<file path="config.mk">
export PLATFORM = sky130hd
export DESIGN_NAME = fft64_out_reorder_flat
export DESIGN_NICKNAME = d
export VERILOG_FILES = /design/src/rtl/fft_pkg.sv /design/src/rtl/fft64_out_reorder_if.sv /design/src/rtl/fft_reorder_ram.sv /design/src/rtl/fft64_out_reorder.sv /design/src/flat_wrapper.sv
export SDC_FILE = /design/constraint.sdc
export NUM_CORES = 2
export LEC_CHECK = 0
export BUFFER_PORTS_ARGS = -buffer_cell sky130_fd_sc_hd__buf_2
export CORE_ASPECT_RATIO = 1.25
export CORE_MARGIN = 2
export CORE_UTILIZATION = 63
export DETAILED_ROUTE_END_ITERATION = 12
export MAX_ROUTING_LAYER = met4
export PLACE_DENSITY = 0.82
export SYNTH_ARGS = -nofsm -noshare
export SYNTH_HDL_FRONTEND = slang
export SYNTH_HIERARCHICAL = 1
export SYNTH_SLANG_ARGS = --single-unit
</file>
<file path="constraint.sdc">
create_clock -name clk -period 4.9 [get_ports clk]
set_clock_uncertainty 0.2 [all_clocks]
set_input_delay 0.49 -clock clk [delete_from_list [all_inputs] [get_ports clk]]
set_output_delay 0.49 -clock clk [all_outputs]
set_load 0.005 [all_outputs]
</file>
<file path="src/rtl/fft_pkg.sv">
// ---------------------------------------------------------------------------
// fft_pkg
// Shared definitions for the 64-point FFT output path.
//   FFT_POINTS   : frame length (2**LOG2N)
//   LOG2N        : bin index width
//   SAMPLE_WIDTH : default width of one real/imag component
//   sample_t     : one complex sample {re, im}
//   rd_state_e   : read-side FSM states of the output reorder buffer
//   bitrev()     : reverses the low n bits of an index
// ---------------------------------------------------------------------------
package fft_pkg;

  localparam int FFT_POINTS   = 64;
  localparam int LOG2N        = 6;
  localparam int SAMPLE_WIDTH = 16;

  typedef struct packed {
    logic [SAMPLE_WIDTH-1:0] re;
    logic [SAMPLE_WIDTH-1:0] im;
  } sample_t;

  typedef enum logic {
    RD_IDLE,
    RD_READ
  } rd_state_e;

  // Reverse all LOG2N bits, then shift down so only the low n bits are
  // reversed in place (n == LOG2N gives the plain full-width reversal).
  function automatic logic [LOG2N-1:0] bitrev(input logic [LOG2N-1:0] idx,
                                              input int unsigned      n);
    logic [LOG2N-1:0] full;
    full = '0;
    for (int i = 0; i < LOG2N; i++) begin
      full[i] = idx[LOG2N-1-i];
    end
    return full >> (LOG2N - int'(n));
  endfunction

endpackage

</file>
<file path="src/rtl/fft64_out_reorder_if.sv">
// ---------------------------------------------------------------------------
// fft64_out_reorder_if
// Sample streams around the FFT output reorder buffer.
//   In_en/In_real/In_img          : bit-reversed input stream from the SDF chain
//   Out_en/Out_real/Out_img       : natural-order output stream
//   Out_idx                       : bin index of the current output sample
//   Out_last                      : marks bin FFT_POINTS-1
// Modports:
//   master : upstream/consumer side (drives In_*, observes Out_*)
//   slave  : the reorder block (consumes In_*, drives Out_*)
// ---------------------------------------------------------------------------
interface fft64_out_reorder_if #(
  parameter int WIDTH = 16,
  parameter int LOG2N = 6
);

  logic             In_en;
  logic [WIDTH-1:0] In_real;
  logic [WIDTH-1:0] In_img;

  logic             Out_en;
  logic [WIDTH-1:0] Out_real;
  logic [WIDTH-1:0] Out_img;
  logic [LOG2N-1:0] Out_idx;
  logic             Out_last;

  modport master (
    output In_en, In_real, In_img,
    input  Out_en, Out_real, Out_img, Out_idx, Out_last
  );

  modport slave (
    input  In_en, In_real, In_img,
    output Out_en, Out_real, Out_img, Out_idx, Out_last
  );

endinterface

</file>
<file path="src/rtl/fft_reorder_ram.sv">
// ---------------------------------------------------------------------------
// fft_reorder_ram
// Simple dual-port RAM backing the ping-pong frame buffer.
// Address is {bank, index}; one write port, one synchronous read port.
//   clk   : clock
//   we    : write enable,  waddr/wdata : write address/data
//   re    : read enable,   raddr       : read address
//   rdata : read data, valid the cycle after re
// ---------------------------------------------------------------------------
module fft_reorder_ram
  import fft_pkg::*;
#(
  parameter int DW = 2 * SAMPLE_WIDTH,
  parameter int AW = LOG2N + 1
) (
  input  logic          clk,
  input  logic          we,
  input  logic [AW-1:0] waddr,
  input  logic [DW-1:0] wdata,
  input  logic          re,
  input  logic [AW-1:0] raddr,
  output logic [DW-1:0] rdata
);

  logic [DW-1:0] mem [0:(2**AW)-1];

  // NOTE: the storage array and its read register carry no reset; a reset
  // would stop the array mapping onto block RAM, and every location is
  // written before the reader is allowed to look at it.
  always_ff @(posedge clk) begin
    if (we) begin
      mem[waddr] <= wdata;
    end
    if (re) begin
      rdata <= mem[raddr];
    end
  end

endmodule

</file>
<file path="src/rtl/fft64_out_reorder.sv">
// ---------------------------------------------------------------------------
// fft64_out_reorder
// Buffers each bit-reversed FFT frame from the SDF chain and re-emits it in
// natural bin order (0..FFT_POINTS-1). Two banks are used ping-pong so
// back-to-back frames stream without stalls.
//   clk   : rising-edge clock
//   reset : asynchronous active-low reset
//   bus   : fft64_out_reorder_if.slave (In_* in, Out_* out)
// Latency: the edge after the last input sample issues read address 0; bin 0
// appears with Out_en=1 one edge after that.
// ---------------------------------------------------------------------------
module fft64_out_reorder #(
  parameter int WIDTH      = 16,
  parameter int FFT_POINTS = 64,
  parameter int LOG2N      = 6
) (
  input  logic                 clk,
  input  logic                 reset,
  fft64_out_reorder_if.slave   bus
);

  import fft_pkg::rd_state_e;
  import fft_pkg::RD_IDLE;
  import fft_pkg::RD_READ;
  import fft_pkg::bitrev;

  localparam logic [LOG2N-1:0] LAST_IDX = LOG2N'(FFT_POINTS - 1);
  localparam int               DW       = 2 * WIDTH;

  // ---------------- write side ----------------
  logic [LOG2N-1:0] wr_cnt;
  logic             wr_bank;
  logic             frame_done;

  // Raised during the cycle whose edge accepts the last sample of a frame;
  // the filled bank id is wr_bank until that edge toggles it.
  assign frame_done = bus.In_en && (wr_cnt == LAST_IDX);

  // NOTE: all sequential state uses non-blocking assignments so every
  // register samples pre-edge values regardless of process ordering.
  always_ff @(posedge clk or negedge reset) begin
    if (!reset) begin
      wr_cnt  <= '0;
      wr_bank <= 1'b0;
    end else if (bus.In_en) begin
      wr_cnt <= wr_cnt + 1'b1;
      if (frame_done) begin
        wr_bank <= ~wr_bank;
      end
    end
  end

  // ---------------- read FSM ----------------
  rd_state_e        state, state_nxt;
  logic [LOG2N-1:0] rd_cnt, rd_cnt_nxt;
  logic             rd_bank, rd_bank_nxt;
  logic             rd_en;

  always_ff @(posedge clk or negedge reset) begin
    if (!reset) begin
      state   <= RD_IDLE;
      rd_cnt  <= '0;
      rd_bank <= 1'b0;
    end else begin
      state   <= state_nxt;
      rd_cnt  <= rd_cnt_nxt;
      rd_bank <= rd_bank_nxt;
    end
  end

  // NOTE: every signal assigned here gets a default first, so no path leaves
  // it unassigned and no latch is inferred.
  always_comb begin
    state_nxt   = state;
    rd_cnt_nxt  = rd_cnt;
    rd_bank_nxt = rd_bank;
    rd_en       = 1'b0;
    unique case (state)
      RD_IDLE: begin
        if (frame_done) begin
          state_nxt   = RD_READ;
          rd_cnt_nxt  = '0;
          rd_bank_nxt = wr_bank;
        end
      end
      RD_READ: begin
        rd_en = 1'b1;
        if (rd_cnt == LAST_IDX) begin
          // A frame completing on the edge that issues the final address
          // chains straight into the next bank with no idle cycle.
          if (frame_done) begin
            state_nxt   = RD_READ;
            rd_cnt_nxt  = '0;
            rd_bank_nxt = wr_bank;
          end else begin
            state_nxt  = RD_IDLE;
            rd_cnt_nxt = '0;
          end
        end else begin
          rd_cnt_nxt = rd_cnt + 1'b1;
        end
      end
      default: state_nxt = RD_IDLE;
    endcase
  end

  // ---------------- frame buffer ----------------
  logic [DW-1:0] rd_data;

  fft_reorder_ram #(
    .DW (DW),
    .AW (LOG2N + 1)
  ) u_ram (
    .clk   (clk),
    .we    (bus.In_en),
    .waddr ({wr_bank, bitrev(wr_cnt, LOG2N)}),
    .wdata ({bus.In_real, bus.In_img}),
    .re    (rd_en),
    .raddr ({rd_bank, rd_cnt}),
    .rdata (rd_data)
  );

  // ---------------- output pipeline ----------------
  // rd_vld/rd_idx travel alongside the one-cycle RAM read.
  logic             rd_vld;
  logic [LOG2N-1:0] rd_idx;

  always_ff @(posedge clk or negedge reset) begin
    if (!reset) begin
      rd_vld       <= 1'b0;
      rd_idx       <= '0;
      bus.Out_en   <= 1'b0;
      bus.Out_last <= 1'b0;
      bus.Out_real <= '0;
      bus.Out_img  <= '0;
      bus.Out_idx  <= '0;
    end else begin
      rd_vld       <= rd_en;
      if (rd_en) begin
        rd_idx <= rd_cnt;
      end
      bus.Out_en   <= rd_vld;
      bus.Out_last <= rd_vld && (rd_idx == LAST_IDX);
      // Data and index hold their last values while Out_en is low.
      if (rd_vld) begin
        bus.Out_real <= rd_data[DW-1:WIDTH];
        bus.Out_img  <= rd_data[WIDTH-1:0];
        bus.Out_idx  <= rd_idx;
      end
    end
  end

endmodule

</file>
<file path="src/flat_wrapper.sv">
// flat-port wrapper written by rule: the top's interface ports become plain ports
module fft64_out_reorder_flat import fft_pkg::rd_state_e; import fft_pkg::RD_IDLE; import fft_pkg::RD_READ; import fft_pkg::bitrev;
#(
  parameter int WIDTH      = 16,
  parameter int FFT_POINTS = 64,
  parameter int LOG2N      = 6
)
  (clk, reset, bus_In_en, bus_In_real, bus_In_img, bus_Out_en, bus_Out_real, bus_Out_img, bus_Out_idx, bus_Out_last);
  fft64_out_reorder_if #(.WIDTH(WIDTH), .LOG2N(LOG2N)) bus_i ();
  input  logic clk;
  input  logic reset;
  input wire logic [$bits(bus_i.In_en)-1:0] bus_In_en;
  input wire logic [$bits(bus_i.In_real)-1:0] bus_In_real;
  input wire logic [$bits(bus_i.In_img)-1:0] bus_In_img;
  output wire logic [$bits(bus_i.Out_en)-1:0] bus_Out_en;
  output wire logic [$bits(bus_i.Out_real)-1:0] bus_Out_real;
  output wire logic [$bits(bus_i.Out_img)-1:0] bus_Out_img;
  output wire logic [$bits(bus_i.Out_idx)-1:0] bus_Out_idx;
  output wire logic [$bits(bus_i.Out_last)-1:0] bus_Out_last;
  assign bus_i.In_en = bus_In_en;
  assign bus_i.In_real = bus_In_real;
  assign bus_i.In_img = bus_In_img;
  assign bus_Out_en = bus_i.Out_en;
  assign bus_Out_real = bus_i.Out_real;
  assign bus_Out_img = bus_i.Out_img;
  assign bus_Out_idx = bus_i.Out_idx;
  assign bus_Out_last = bus_i.Out_last;
  fft64_out_reorder #(.WIDTH(WIDTH), .FFT_POINTS(FFT_POINTS), .LOG2N(LOG2N)) u_core (.clk(clk), .reset(reset), .bus(bus_i));
endmodule
</file>
# Word-level counts from Yosys, hierarchy flattened
# Memories as Yosys holds them, arrays and structs flattened. A register that Yosys moved wholly into a read port is not among the register bits.
# Cells that the tools add are included.
# Widths: inputs -> output; s select.
dict set report totals {
  ff_bits 62
  ramBits 4096
  inputBits 35
  out_inout_bits 40
  word_cells 37
  mem_count 1
}
# name depth word_bits rd rd_clocked_by_memory_dff write_ports line_no
set mem_list {}
lappend mem_list {u_core.u_ram.mem 128 32 1 1 1 fft_reorder_ram.sv:25} ;# logic [DW-1:0] mem [0:(2**AW)-1];
dict set report op_classes {
  n_addsub 2
  n_eq_ne 5
  n_mux 12
  bitwise 2
  reduce_logical 3
}
# op count
set op_table {}
lappend op_table {{$eq 6x6->1 const B} 3}
lappend op_table {{$add 6x1->6 const B} 2}
lappend op_table {{$mux 6} 2}
lappend op_table {{$pmux 6 s2} 1}
lappend op_table {{$mux 1} 7}
lappend op_table {{$pmux 1 s2} 2}
lappend op_table {{$logic_and 1x1->1} 2}
lappend op_table {{$ne 2x1->1 const B} 1}
lappend op_table {{$ne 2x2->1 const B} 1}
lappend op_table {{$not 1->1} 2}
lappend op_table {{$reduce_and 2->1} 1}

# Logic depth before layout (Yosys ltp)
dict set report depth {
  ltp_word 5
  mapped_depth 8
}

# Hierarchy
# Netlist, hierarchy kept.
# module n_inst cells_each area_per_inst_um2 seq_area_each_um2
set modules_own_cells {}
lappend modules_own_cells {fft_reorder_ram 1 5990 156596.4 123958.9}
lappend modules_own_cells {fft64_out_reorder 1 158 2382.3 1551.5}

# Worst setup path before layout
# No wires, ideal clock.
dict set report synth_timing {
  path_kind {input to register}
  startpoint {input bus_In_en}
  endpoint {memory u_core/u_ram/mem[98][0] (netlist bit) (enable)}
  setup_time_ps 461
  t_arrival_ps 3269
  required_ps 4239
  path_slack_ps 970
  cell_stages 3
  n_path_buf 1
  cell_sequence {clkbuf_1 > nand4_1 > nor3_1}
}
dict set report synth_via {
  elab_chain_cells 2
}
# item line_no
set synth_rtl {}
lappend synth_rtl {{from (decl)} flat_wrapper.sv:12} ;# input wire logic [$bits(bus_i.In_en)-1:0] bus_In_en;
lappend synth_rtl {{$mux 1} fft_reorder_ram.sv:31} ;# if (we) begin
lappend synth_rtl {{$mux 1 (not written as such)} fft_reorder_ram.sv:32} ;# mem[waddr] <= wdata;
lappend synth_rtl {{to (decl)} fft_reorder_ram.sv:25}
# Every way passes these cells.

==> impl_results.md <==
- Leading cell type in the layout, fill and taps excluded: edfxtp_1
- Worst-Skew Late Latency: 0.95 ns
- Clock Power Share: 34.1%
- Std-Cell Rows: 206
- Setup TNS: 0 ns
- Layout cells sized above 1: 36.13%
- # resized after CTS: 0
- Min Tclk post-route: 4.691 ns
- Int Pwr: 0.06509 W
- Routed wire length: 498500 um
- Post-synthesis net count: 6185
- Remaining DRCs: 0
- Global-route usage over all layers: 40.13%
- Max VDD drop: 0.0003415 V
- Starting DRT DRC Count: 18.57k
- Final weighted congestion in routability-driven placement: 0.8862
- First-pass GRT wire length: 676600 um
- Worst Path Arrival: 5.13 ns
- Final Hold Viols: 0
- Crit path launch type: flop
- CP peak stage delay: 0.83 ns
- Crit-path max FO: 27
- Worst Path Required: 5.34 ns
- Tightest Pin Transition: 1.307 ns
- Nets@finish: 6647
- Total gr overflow: 0
- Most frequent cells in the layout: edfxtp_1 (4128), mux4_2 (1344), clkbuf_16 (381)
- Tot Pwr: 0.09003 W
- Maximum clock path buffer count: 4
- Antenna Nets Post-Route: 0
- CTS root buf: clkbuf_16
- Worst slew margin: 12.84%
- Ys Warns: 6
- Port buffer count: 74
- Most common cell on crit path: mux4_2
- TritonRoute pass-1 iters: 7
- Critical path class: reg -> reg
- Power per cell area: 502.5 nW/um^2
- Post-synthesis register bit count: 4190
- H-tree Lvls: 5
- Slew Limit Fails: 0
- Seq/Total Area, Yosys: 78.95%
- Combinational share of power: 20.1%
- Setup Viol. Count Final: 0
- CTS tree: done
- Setup repair bufs after CTS: 0
- Synth Instances: 6148
- LEAKAGE: 53.54 nW
- Routed WL per cell: 48.22 um
- Die height: 565.6 um
- Total CTS buffers: 370
- Hold Path Class: in -> reg
- Max Cap Violations: 0
- Initial antenna violation count: 76
- Initial Utilization: 63.20%
- CP Cell Sequence: buf_12 -> buf_12 -> buf_4 -> mux4_2 -> mux4_2 -> mux4_2 -> mux2_2
- Sink Count: 4190
- Switching power: 0.02494 W
- Yosys cell types: 32
- CP Capture Type: flop
- Core ar.: 251600 um^2
- Die area: 256400 um^2
- Die X-Extent: 453.3 um
- Max Freq: 0.2132 GHz
- CTS Hold Buffers Added: 30
- RSZ-0062 raised after global routing: false
- Area Growth Syn to Fin: 12.70%
- Post-Syn Area: 159000 um^2
- Pin count of the biggest net entering global routing: 99
- Status: finished, final reports clean
- Hpwl dp: 245800 um
- Sw frac: 27.70%
- Syn Area/Cell: 25.86 um^2
- Crit-path slowest cell: dfrtp_4
- Worst-path clk slew: 0.08 ns
- DR vias/cell: 7.906
- Tcrit/Tclk final: 95.73%
- Routed vias: 81.73k
- Vias in the first global route: 79.70k
- I/O pin total: 75
- Reg power frac: 45.8%
path summary, 6_finish.rpt:
| check | start | end | slack, ns | depth (start not counted) |
|---|---|---|---|---|
| hold reg to reg | u_core/bus.Out_idx[1]$_DFFE_PN0P_ | u_core/bus.Out_idx[1]$_DFFE_PN0P_ | 0.31 | 1 |
| setup reg to reg | u_core/rd_cnt[0]$_DFFE_PN0P_ | u_core/u_ram/rdata[18]$_DFFE_PP_ | 0.21 | 7 |
| hold / removal | bus_In_real[3] | u_core/u_ram/mem[114][19]$_DFFE_PP_ | 0.03 | 1 |
| setup / recovery | u_core/rd_cnt[0]$_DFFE_PN0P_ | u_core/u_ram/rdata[18]$_DFFE_PP_ | 0.21 | 7 |
| min in group asynchronous | reset | u_core/bus.Out_real[13]$_DFFE_PN0P_ | 0.59 | 3 |
| max in group asynchronous | reset | u_core/bus.Out_img[1]$_DFFE_PN0P_ | 2.71 | 4 |
power by group through the flow:
| stage | Clock [W] | Combinational [W] | Sequential [W] |
|---|---|---|---|
| 3_3_place_gp | 0 | 0.0161 | 0.0417 |
| 5_1_grt | 0.0318 | 0.0183 | 0.0412 |
| 6_report | 0.0307 | 0.0181 | 0.0412 |
| 3_5_place_dp | 0 | 0.0167 | 0.0418 |
| 2_1_floorplan | 0 | 0.0107 | 0.0414 |
| 4_1_cts | 0.0306 | 0.0175 | 0.0411 |
state kept, by name, indices dropped and copies added (netlist names):
register	count
u_core/bus.Out_en	1
u_core/rd_vld	1
u_core/bus.Out_last	1
u_core/wr_bank	1
u_core/u_ram/mem	4096
u_core/bus.Out_real	16
u_core/wr_cnt	6
u_core/state	1
u_core/u_ram/rdata	32
u_core/rd_bank	1
u_core/rd_idx	6
u_core/rd_cnt	6
u_core/bus.Out_idx	6
u_core/bus.Out_img	16
critical path: cells and delay by family, from the launching register on:
family   cells  cell delay [ns]
buf+inv      3             0.99
mux          4             2.29
flops        1             0.83
cell families after synthesis:
logic type	after synthesis	synth area share, %
DFF	4190	78.95
muxes	1422	19.59
buffers and inverters	322	0.8429
and+or+nand+nor	195	0.5218
xor gates and xnor gates	7	0.03856
AOI/OAI and AO/OA	10	0.04093
adders and majority gates	2	0.01574
routing by layer:
| layer | track usage [%] | share of wire (%) | routed length, um |
|---|---|---|---|
| met1 | 50.09 | 30 | 147700 |
| met2 | 60.09 | 47 | 236500 |
| met3 | 12.15 | 16 | 78630 |
| met4 | 21.35 | 7.2 | 35700 |
| met5 | - | 0 | 0 |
synthesized netlist by cell type (all sizes together):
master,instances,share of area [%]
and4,1,0.0071
ha,2,0.016
a31oi,1,0.0039
a22o,1,0.0055
mux2,78,0.55
xnor2,4,0.022
buf,139,0.41
a21oi,1,0.0031
nand2,23,0.054
nand4,5,0.020
o311ai,2,0.011
inv,1,0.0024
nand3,19,0.068
nor3,9,0.028
xor2,3,0.017
and3,1,0.0039
or3,1,0.0039
edfxtp,4128,78
clkbuf,182,0.43
o21a,1,0.0047
o21ai,4,0.013
mux4,1344,19
nor2b,7,0.028
nor2,127,0.30
nand2b,2,0.0079
dfrtp,62,0.98
through the flow:
step	cell area [um^2]	setup WS [ns]	hold WS, ns	std cells	utilization [%]
after floorplan	159000	0.9704	-0.005591	6148	-
after global placement	166400	0.6428	0.2852	9536	66.16
after detailed placement	166400	0.5769	0.2901	9536	66.16
after CTS	178900	0.4479	0.02158	10240	71.13
after global routing	179100	0.2363	0.04781	10320	71.21
final	179200	0.2090	0.03046	10340	71.22
layout make-up:
class,count,area (um^2)
antenna,98,245.2
clock buffer,455,9932
clock inverter,219,2257
fill,12530,72390
inverter,1,3.754
multi-input combinational,1636,33090
sequential,4190,125500
tap,3328,4164
timing repair buffer,411,3946
Note: power is estimated with default switching activity, not from simulation.
